### src/rtl/trace_pkg.sv
// Shared definitions for the CPU trace capture block: record layout,
// flag bit positions and the capture handshake states.
package trace_pkg;

   localparam int RECORD_BYTES = 6;
   localparam int REC_W        = 8 * RECORD_BYTES;

   // Bit offsets of each byte field inside a packed record; pc is the most
   // significant byte so it leaves the serializer first.
   localparam int OFF_PC     = 40;
   localparam int OFF_OPCODE = 32;
   localparam int OFF_A      = 24;
   localparam int OFF_B      = 16;
   localparam int OFF_RESULT = 8;
   localparam int OFF_FLAGS  = 0;

   localparam int FLAG_CARRY  = 0;
   localparam int FLAG_BORROW = 1;

   typedef enum logic [1:0] {
      ST_IDLE,
      ST_ACK,
      ST_RELEASE
   } cap_state_e;

   typedef struct packed {
      logic [7:0] pc;
      logic [7:0] opcode;
      logic [7:0] a;
      logic [7:0] b;
      logic [7:0] result;
      logic [7:0] flags;
   } trace_rec_t;

   function automatic logic [7:0] rec_byte(input logic [REC_W-1:0] rec,
                                           input logic [2:0] idx);
      logic [7:0] b;
      case (idx)
         3'd0:    b = rec[OFF_PC     +: 8];
         3'd1:    b = rec[OFF_OPCODE +: 8];
         3'd2:    b = rec[OFF_A      +: 8];
         3'd3:    b = rec[OFF_B      +: 8];
         3'd4:    b = rec[OFF_RESULT +: 8];
         default: b = rec[OFF_FLAGS  +: 8];
      endcase
      return b;
   endfunction

endpackage

### src/rtl/trace_fifo.sv
// Synchronous record FIFO with an occupancy count; read data is the
// current head, shown combinationally.
module trace_fifo #(
   parameter int DEPTH = 8,
   parameter int W     = 48
) (
   input  logic                     clk,
   input  logic                     rst,
   input  logic                     wr_en,
   input  logic [W-1:0]             wr_data,
   input  logic                     rd_en,
   output logic [W-1:0]             rd_data,
   output logic [$clog2(DEPTH):0]   count
);

   localparam int AW = $clog2(DEPTH);
   localparam int CW = AW + 1;

   logic [W-1:0]  mem [DEPTH];
   logic [AW-1:0] wr_ptr;
   logic [AW-1:0] rd_ptr;

   always_ff @(posedge clk) begin
      if (wr_en) mem[wr_ptr] <= wr_data;
   end

   // Pointers wrap naturally since DEPTH is a power of two.
   always_ff @(posedge clk) begin
      if (rst) begin
         wr_ptr <= '0;
         rd_ptr <= '0;
         count  <= '0;
      end else begin
         if (wr_en) wr_ptr <= wr_ptr + AW'(1);
         if (rd_en) rd_ptr <= rd_ptr + AW'(1);
         case ({wr_en, rd_en})
            2'b10:   count <= count + CW'(1);
            2'b01:   count <= count - CW'(1);
            default: count <= count;
         endcase
      end
   end

   assign rd_data = mem[rd_ptr];

endmodule

### src/rtl/cpu_trace_capture.sv
// Accepts one retired-instruction record per CPU handshake, buffers it and
// replays each record as six bytes on a valid/ready stream.
module cpu_trace_capture
   import trace_pkg::*;
#(
   parameter int DEPTH = 8
) (
   input  logic                   clk,
   input  logic                   rst,
   input  logic                   data_in,
   output logic                   next_out,
   input  logic [7:0]             pc_in,
   input  logic [7:0]             opcode_in,
   input  logic [7:0]             operand_a_in,
   input  logic [7:0]             operand_b_in,
   input  logic [7:0]             result_in,
   input  logic                   carry_in,
   input  logic                   borrow_in,
   output logic [7:0]             byte_out,
   output logic                   byte_valid,
   input  logic                   byte_ready,
   output logic                   byte_last,
   output logic [$clog2(DEPTH):0] record_count
);

   localparam int CW = $clog2(DEPTH) + 1;
   localparam logic [2:0] LAST_IDX = 3'(RECORD_BYTES - 1);

   cap_state_e       state_q, state_d;
   logic             wr_en;
   logic             pop;
   logic             full;
   logic [2:0]       bidx;
   trace_rec_t       rec_in;
   logic [REC_W-1:0] head;

   always_comb begin
      rec_in                     = '0;
      rec_in.pc                  = pc_in;
      rec_in.opcode              = opcode_in;
      rec_in.a                   = operand_a_in;
      rec_in.b                   = operand_b_in;
      rec_in.result              = result_in;
      rec_in.flags[FLAG_CARRY]   = carry_in;
      rec_in.flags[FLAG_BORROW]  = borrow_in;
   end

   // Full uses the registered count, so a same-cycle pop never frees a slot early.
   assign full = (record_count == CW'(DEPTH));

   always_ff @(posedge clk) begin
      if (rst) state_q <= ST_IDLE;
      else     state_q <= state_d;
   end

   always_comb begin
      state_d = state_q;
      wr_en   = 1'b0;
      case (state_q)
         ST_IDLE: begin
            if (data_in && !full) begin
               wr_en   = 1'b1;
               state_d = ST_ACK;
            end
         end
         ST_ACK:     state_d = ST_RELEASE;
         ST_RELEASE: if (!data_in) state_d = ST_IDLE;
         default:    state_d = ST_IDLE;
      endcase
   end

   assign next_out = (state_q == ST_ACK);

   trace_fifo #(
      .DEPTH (DEPTH),
      .W     (REC_W)
   ) u_fifo (
      .clk     (clk),
      .rst     (rst),
      .wr_en   (wr_en),
      .wr_data (rec_in),
      .rd_en   (pop),
      .rd_data (head),
      .count   (record_count)
   );

   assign byte_valid = (record_count != '0);
   assign byte_last  = byte_valid && (bidx == LAST_IDX);
   assign pop        = byte_valid && byte_ready && (bidx == LAST_IDX);
   // Zeroed when idle so the stream never shows stale or uninitialised storage.
   assign byte_out   = byte_valid ? rec_byte(head, bidx) : 8'h00;

   always_ff @(posedge clk) begin
      if (rst) begin
         bidx <= '0;
      end else if (byte_valid && byte_ready) begin
         bidx <= (bidx == LAST_IDX) ? 3'd0 : bidx + 3'd1;
      end
   end

endmodule

### config.mk
export PLATFORM = sky130hd
export DESIGN_NAME = cpu_trace_capture
export DESIGN_NICKNAME = d
export VERILOG_FILES = /design/src/rtl/trace_pkg.sv /design/src/rtl/trace_fifo.sv /design/src/rtl/cpu_trace_capture.sv
export SDC_FILE = /design/constraint.sdc
export NUM_CORES = 1
export LEC_CHECK = 0
export BUFFER_PORTS_ARGS = -buffer_cell sky130_fd_sc_hd__buf_2
export CELL_PAD_IN_SITES_DETAIL_PLACEMENT = 1
export CELL_PAD_IN_SITES_GLOBAL_PLACEMENT = 2
export CORE_ASPECT_RATIO = 1.1
export CORE_MARGIN = 2
export CORE_UTILIZATION = 40
export DETAILED_ROUTE_END_ITERATION = 7
export PLACE_DENSITY_LB_ADDON = 0.1
export RECOVER_POWER = 100
export SLEW_MARGIN = 5
export SYNTH_ARGS = -nofsm -noshare
export SYNTH_HDL_FRONTEND = slang
export SYNTH_SLANG_ARGS = --single-unit
### constraint.sdc
create_clock -name clk -period 5.9 [get_ports clk]
set_clock_uncertainty 0.2 [all_clocks]
set_input_delay 0.295 -clock clk [delete_from_list [all_inputs] [get_ports clk]]
set_output_delay 0.295 -clock clk [all_outputs]
set_load 0.01 [all_outputs]
# Word level (Yosys, flattened, before mapping)
# Memory sizes are Yosys's and may differ from the RTL's. A register that Yosys moved wholly into a read port is not among the register bits.
# Cells that the tools add are included.
[word_totals]
ramBits = 336
memories = 1
word_cells = 46
reg_bits = 15
[memory_table]
columns = ["memory", "words", "word_bits", "rd", "rd_clocked_by_memory_dff", "write_ports", "line", "source"]
rows = [
  ["u_fifo.mem", 8, 42, 1, 1, 1, "trace_fifo.sv:19", "logic [W-1:0] mem [DEPTH];"],
]
[classes]
addsub = 5
mux = 13
eq_ne = 12
n_reduce_logical = 10
[op_table]
columns = ["cell", "count"]
rows = [
  ["8-bit case mux with 5 select lines", 1],
  ["3-bit by 1-bit adder with 3-bit output (second input constant)", 3],
  ["3-bit 2-to-1 mux", 3],
  ["8-bit 2-to-1 mux", 1],
  ["4-bit case mux with 2 select lines", 1],
  ["3-bit by 2-bit == test with 1-bit output (second input constant)", 2],
  ["3-bit == test (second input constant)", 2],
  ["2-bit case mux with 3 select lines", 1],
  ["4-bit by 1-bit adder with 4-bit output (second input constant)", 1],
  ["2-bit by 1-bit == test with 1-bit output (second input constant)", 2],
  ["2-bit == test (second input constant)", 2],
  ["4-bit == test (second input constant)", 1],
  ["1-bit logical AND", 4],
  ["1-bit 2-to-1 mux", 4],
  ["2-bit 2-to-1 mux", 2],
  ["2-bit != test (second input constant)", 2],
  ["4-bit nonzero test", 1],
  ["4-bit by 1-bit subtractor with 4-bit output (second input constant)", 1],
  ["3-bit by 1-bit == test with 1-bit output (second input constant)", 1],
  ["3-bit zero test", 1],
  ["2-bit zero test", 1],
  ["2-bit AND reduction", 1],
  ["2-bit nonzero test", 1],
  ["1-bit zero test", 1],
]

# Depth between registers and ports, before layout
[logic_depth]
depth_word = 7
depth_mapped = 11
ltp_nobuf = 10

# Cells and area by module
# Synthesis repeated with hierarchy kept, for this count alone.
[unflattened]
hier_cells = 725
hier_area_um2 = 15960.3
[by_module_without_submodules]
columns = ["module", "cells_each", "n_inst", "seq_area_each_um2", "area_per_inst_um2"]
rows = [
  ["trace_fifo", 624, 1, 11791.3, 15210.8],
  ["cpu_trace_capture", 101, 1, 100.1, 749.5],
]

# Least setup slack after synthesis
# OpenSTA, ideal clock, no wires.
[synth_timing]
path_type = "register -> register"
from = "register u_fifo.count[1]"
to = "memory u_fifo.mem[2][0] (netlist name) (enable)"
stages_incl_launch_ff = 6
t_required_ns = 5.198
period_less_slack_ns = 5.161
path_slack_ns = 0.739
t_arrival_ns = 4.458
cell_sequence = "dfxtp_1 > buf_2 > nor3_1 > a2111oi_4 > nand2b_1 > nor3b_1"
[synth_via]
elab_chain_len = 7
[synth_rtl]
columns = ["element", "line", "source"]
rows = [
  ["start, declared", "trace_fifo.sv:13", "output logic [$clog2(DEPTH):0] count"],
  ["start signal, assigned", "trace_fifo.sv:37", "2'b10: count <= count + CW'(1);"],
  ["start signal, assigned", "trace_fifo.sv:38", "2'b01: count <= count - CW'(1);"],
  ["start signal, assigned", "trace_fifo.sv:39", "default: count <= count;"],
  ["4-bit == test", "cpu_trace_capture.sv:49", "assign full = (record_count == CW'(DEPTH));"],
  ["1-bit zero test", "cpu_trace_capture.sv:61", "if (data_in && !full) begin"],
  ["1-bit logical AND", "cpu_trace_capture.sv:61", ""],
  ["1-bit 2-to-1 mux", "cpu_trace_capture.sv:61", ""],
  ["1-bit 2-to-1 mux", "cpu_trace_capture.sv:59", "case (state_q)"],
  ["1-bit 2-to-1 mux", "trace_fifo.sv:24", "if (wr_en) mem[wr_ptr] <= wr_data;"],
  ["1-bit 2-to-1 mux (implied by the code)", "trace_fifo.sv:24", ""],
  ["end, declared", "trace_fifo.sv:19", ""],
]
# Every way passes these cells.

==> flow_summary.toml <==
[power]
vdd.ir_drop.worst_uv = 222
pwr_density_cell_nw_per_um2 = 331
p_total_mw = 5.37
leakage_component_of_the_power_nw = 5.03

[logic_synthesis]
post_synth_inst_count = 687
synth_sequential_area_ratio = 0.747
number_of_synthesized_flops_with_an_enable_pin = 336
synth.cell_area_sq_um = 14000
ys.warnings.count = 0
synth.lib_cells_used.distinct = 55
synthArstFlopShare = 0
syn_nets = 739
avgSynthCellArea_sq_um = 20.4
synth.ff_latch_count = 354
postSynth.topFlopCell = "sky130_fd_sc_hd__edfxtp_1"

[place]
post-dp-hpwl_mm = 18.8
place.detailed.instances = 1165
pre_cts_slack_ns = 2.35
place_area_sq_um = 14700
io_buffer_count = 60
gpl.final_weighted_congestion = 0.748

[finish]
post-route-util = 0.473
n_antenna_cell = 0
layout.cell_area.non_filler_sq_um = 16200
area_delta_synth_final_pct = 16.1
drive_above_1_share = 0.190
mostFrequentLayoutCell = "sky130_fd_sc_hd__edfxtp_1"
instances_no_fill = 1279
most-common-layout-cells = "sky130_fd_sc_hd__edfxtp_1, sky130_fd_sc_hd__clkbuf_1, sky130_fd_sc_hd__mux4_2"
post_layout_nets = 866

[global_routing]
globalRouteOverflowTotal = 0
antenna_found_initial = 1
via_count_of_the_first_global_routing_pass = 7664
maximum_number_of_pins_on_one_net_before_global_route_repair = 52
global_route.usage.total = 0.181
wire_length_of_the_first_global_routing_pass_mm = 49.0

[floorplanning]
initial_utilization = 0.407
coreArea_sq_um = 34400
die_span_y_um = 200
fp.dieArea_sq_um = 36500
die_width_um = 182
top_level_ports = 61
core_rows = 71

[setup_path]
endpoint_kind = "primary output"
critPathArrivalTime_ns = 4.14
path_delay_family = "flip-flops"
worst_ep_required_time_ns = 5.41
reg2reg_setup_slack_ns = 1.54
timing.critical_path.cells = "clkbuf_2 > mux4_2 > mux2_2 > o211ai_1 > a41oi_1 > buf_2"
critPathMaxStageDelay_ns = 1.32
timing.setup.critical_path_class = "reg -> out"
crit_path_max_fanout = 51
critPathBufInv = 2
slowest_stage = "sky130_fd_sc_hd__dfxtp_2"
start_kind = "flop"

[hold_path]
holdCritPathClass = "reg -> reg"

[sta]
timing.final.hold_violations = 0
post_layout_min_period_ns = 4.64
maxSlewViolCount = 7
holdWs_ns = 0.336
final.setup.worst_slack_ns = 1.26
finalSetupTns_ns = 0
worst_pin_slew_ns = 1.65
fmax_mhz = 216
worst_slew_margin_rel = -0.131
grt_setup_unrepaired = "no"
count_of_endpoints_failing_setup_in_the_final_report = 0
final.period_utilization = 0.786

[cts]
clk-insertion-delay-late_ns = 0.54
cts_htree_levels = 2
numClockSinks = 354
clk_pin_slew_ns = 0.06
postCtsSetupRepairBufs = 0
clock_tree_from_tritoncts = "yes"
ctsRootBufferMaster = "sky130_fd_sc_hd__clkbuf_16"
clock_path_buffers = 3
numCtsBuffers = 39

[route]
firstDrtPassIters = 5
via_per_inst = 5.44
dr_total_vias = 6963
postRouteWirelength_mm = 32.1
route.antenna.remaining_nets = 0
post_drt_wl_per_cell_um = 25.1
drt_iter0_markers = 451
remaining_drc_errors = 0

[status]
violations = "max-capacitance violations, max-slew violations"
outcome = "finished, violations left"

[run]
cap_viol_max_count = 1
==> what timing repair did <==
action,4_1_cts,5_1_grt
gates resized for setup,0,0
hold endpoints to repair,351,0
hold buffers,46,0
==> final timing paths <==
kind / start / end / cells after the start
worst max-delay path: flop / byte_out[6] / 6
worst min-delay path: u_fifo.rd_ptr[2] / flop / 2
worst max register to register: u_fifo.count[1] / u_fifo.mem[2][33] / 5
worst min register to register: u_fifo.rd_ptr[2] / flop / 2
==> registers in the layout, indices dropped and copies added (netlist names), named ones only <==
signal and flops:
bidx 3, u_fifo.count 4, u_fifo.mem 336, state_q 2, u_fifo.rd_ptr 3, u_fifo.wr_ptr 3
==> worst min-delay path, cell delays in order (launching register included) <==
cell	delay, ns
sky130_fd_sc_hd__dfxtp_1	0.32
sky130_fd_sc_hd__xor2_1	0.07
sky130_fd_sc_hd__nor2_1	0.11
==> Yosys cell counts, types with 8 or more instances <==
cell type | instances | area share
sky130_fd_sc_hd__a21oi_1 | 10 | 0.0036
sky130_fd_sc_hd__a221oi_1 | 9 | 0.0056
sky130_fd_sc_hd__buf_2 | 8 | 0.0029
sky130_fd_sc_hd__buf_6 | 9 | 0.0072
sky130_fd_sc_hd__clkbuf_1 | 10 | 0.0027
sky130_fd_sc_hd__dfxtp_1 | 18 | 0.026
sky130_fd_sc_hd__edfxtp_1 | 336 | 0.72
sky130_fd_sc_hd__mux2_2 | 12 | 0.0097
sky130_fd_sc_hd__mux2i_1 | 33 | 0.024
sky130_fd_sc_hd__mux4_1 | 14 | 0.026
sky130_fd_sc_hd__mux4_2 | 59 | 0.095
sky130_fd_sc_hd__nand2_1 | 26 | 0.0070
sky130_fd_sc_hd__nor2_1 | 31 | 0.0083
sky130_fd_sc_hd__o21ai_0 | 12 | 0.0043
==> cell type report <==
type | count | area [sq um]
timing repair buffer | 125 | 810
clock buffer | 48 | 1030
fill | 3182 | 18100
clock inverter | 20 | 166
tap | 438 | 548
inverter | 6 | 22.5
multi-input combinational | 288 | 3220
sequential | 354 | 10500
==> logic make-up (layout without fill, tap and decap cells) <==
group | after synthesis | count (layout) | share of synthesized area
compound gates | 59 | 59 | 0.0310
simple gates | 97 | 97 | 0.0348
xor+xnor | 8 | 8 | 0.00501
buf+inv | 45 | 199 | 0.0224
mux | 118 | 118 | 0.155
flops | 354 | 354 | 0.747
fa+ha+maj | 6 | 6 | 0.00537
==> power breakdown <==
part / switching [mW] / internal (mW)
Sequential: 0.0205 / 2.82
Combinational: 0.158 / 0.0937
Clock: 0.953 / 1.33
==> routing by layer <==
metal,routed length (um),share of wire,vias to the layer above,global-route usage
met2,15600,0.48,138,0.295
met1,14600,0.46,3676,0.252
met4,798,0.025,2,0.0541
li1,-,-,3096,-
met5,13,0.00040,-,0
met3,1110,0.034,51,0.0287
Note: power is estimated with default switching activity, not from simulation.
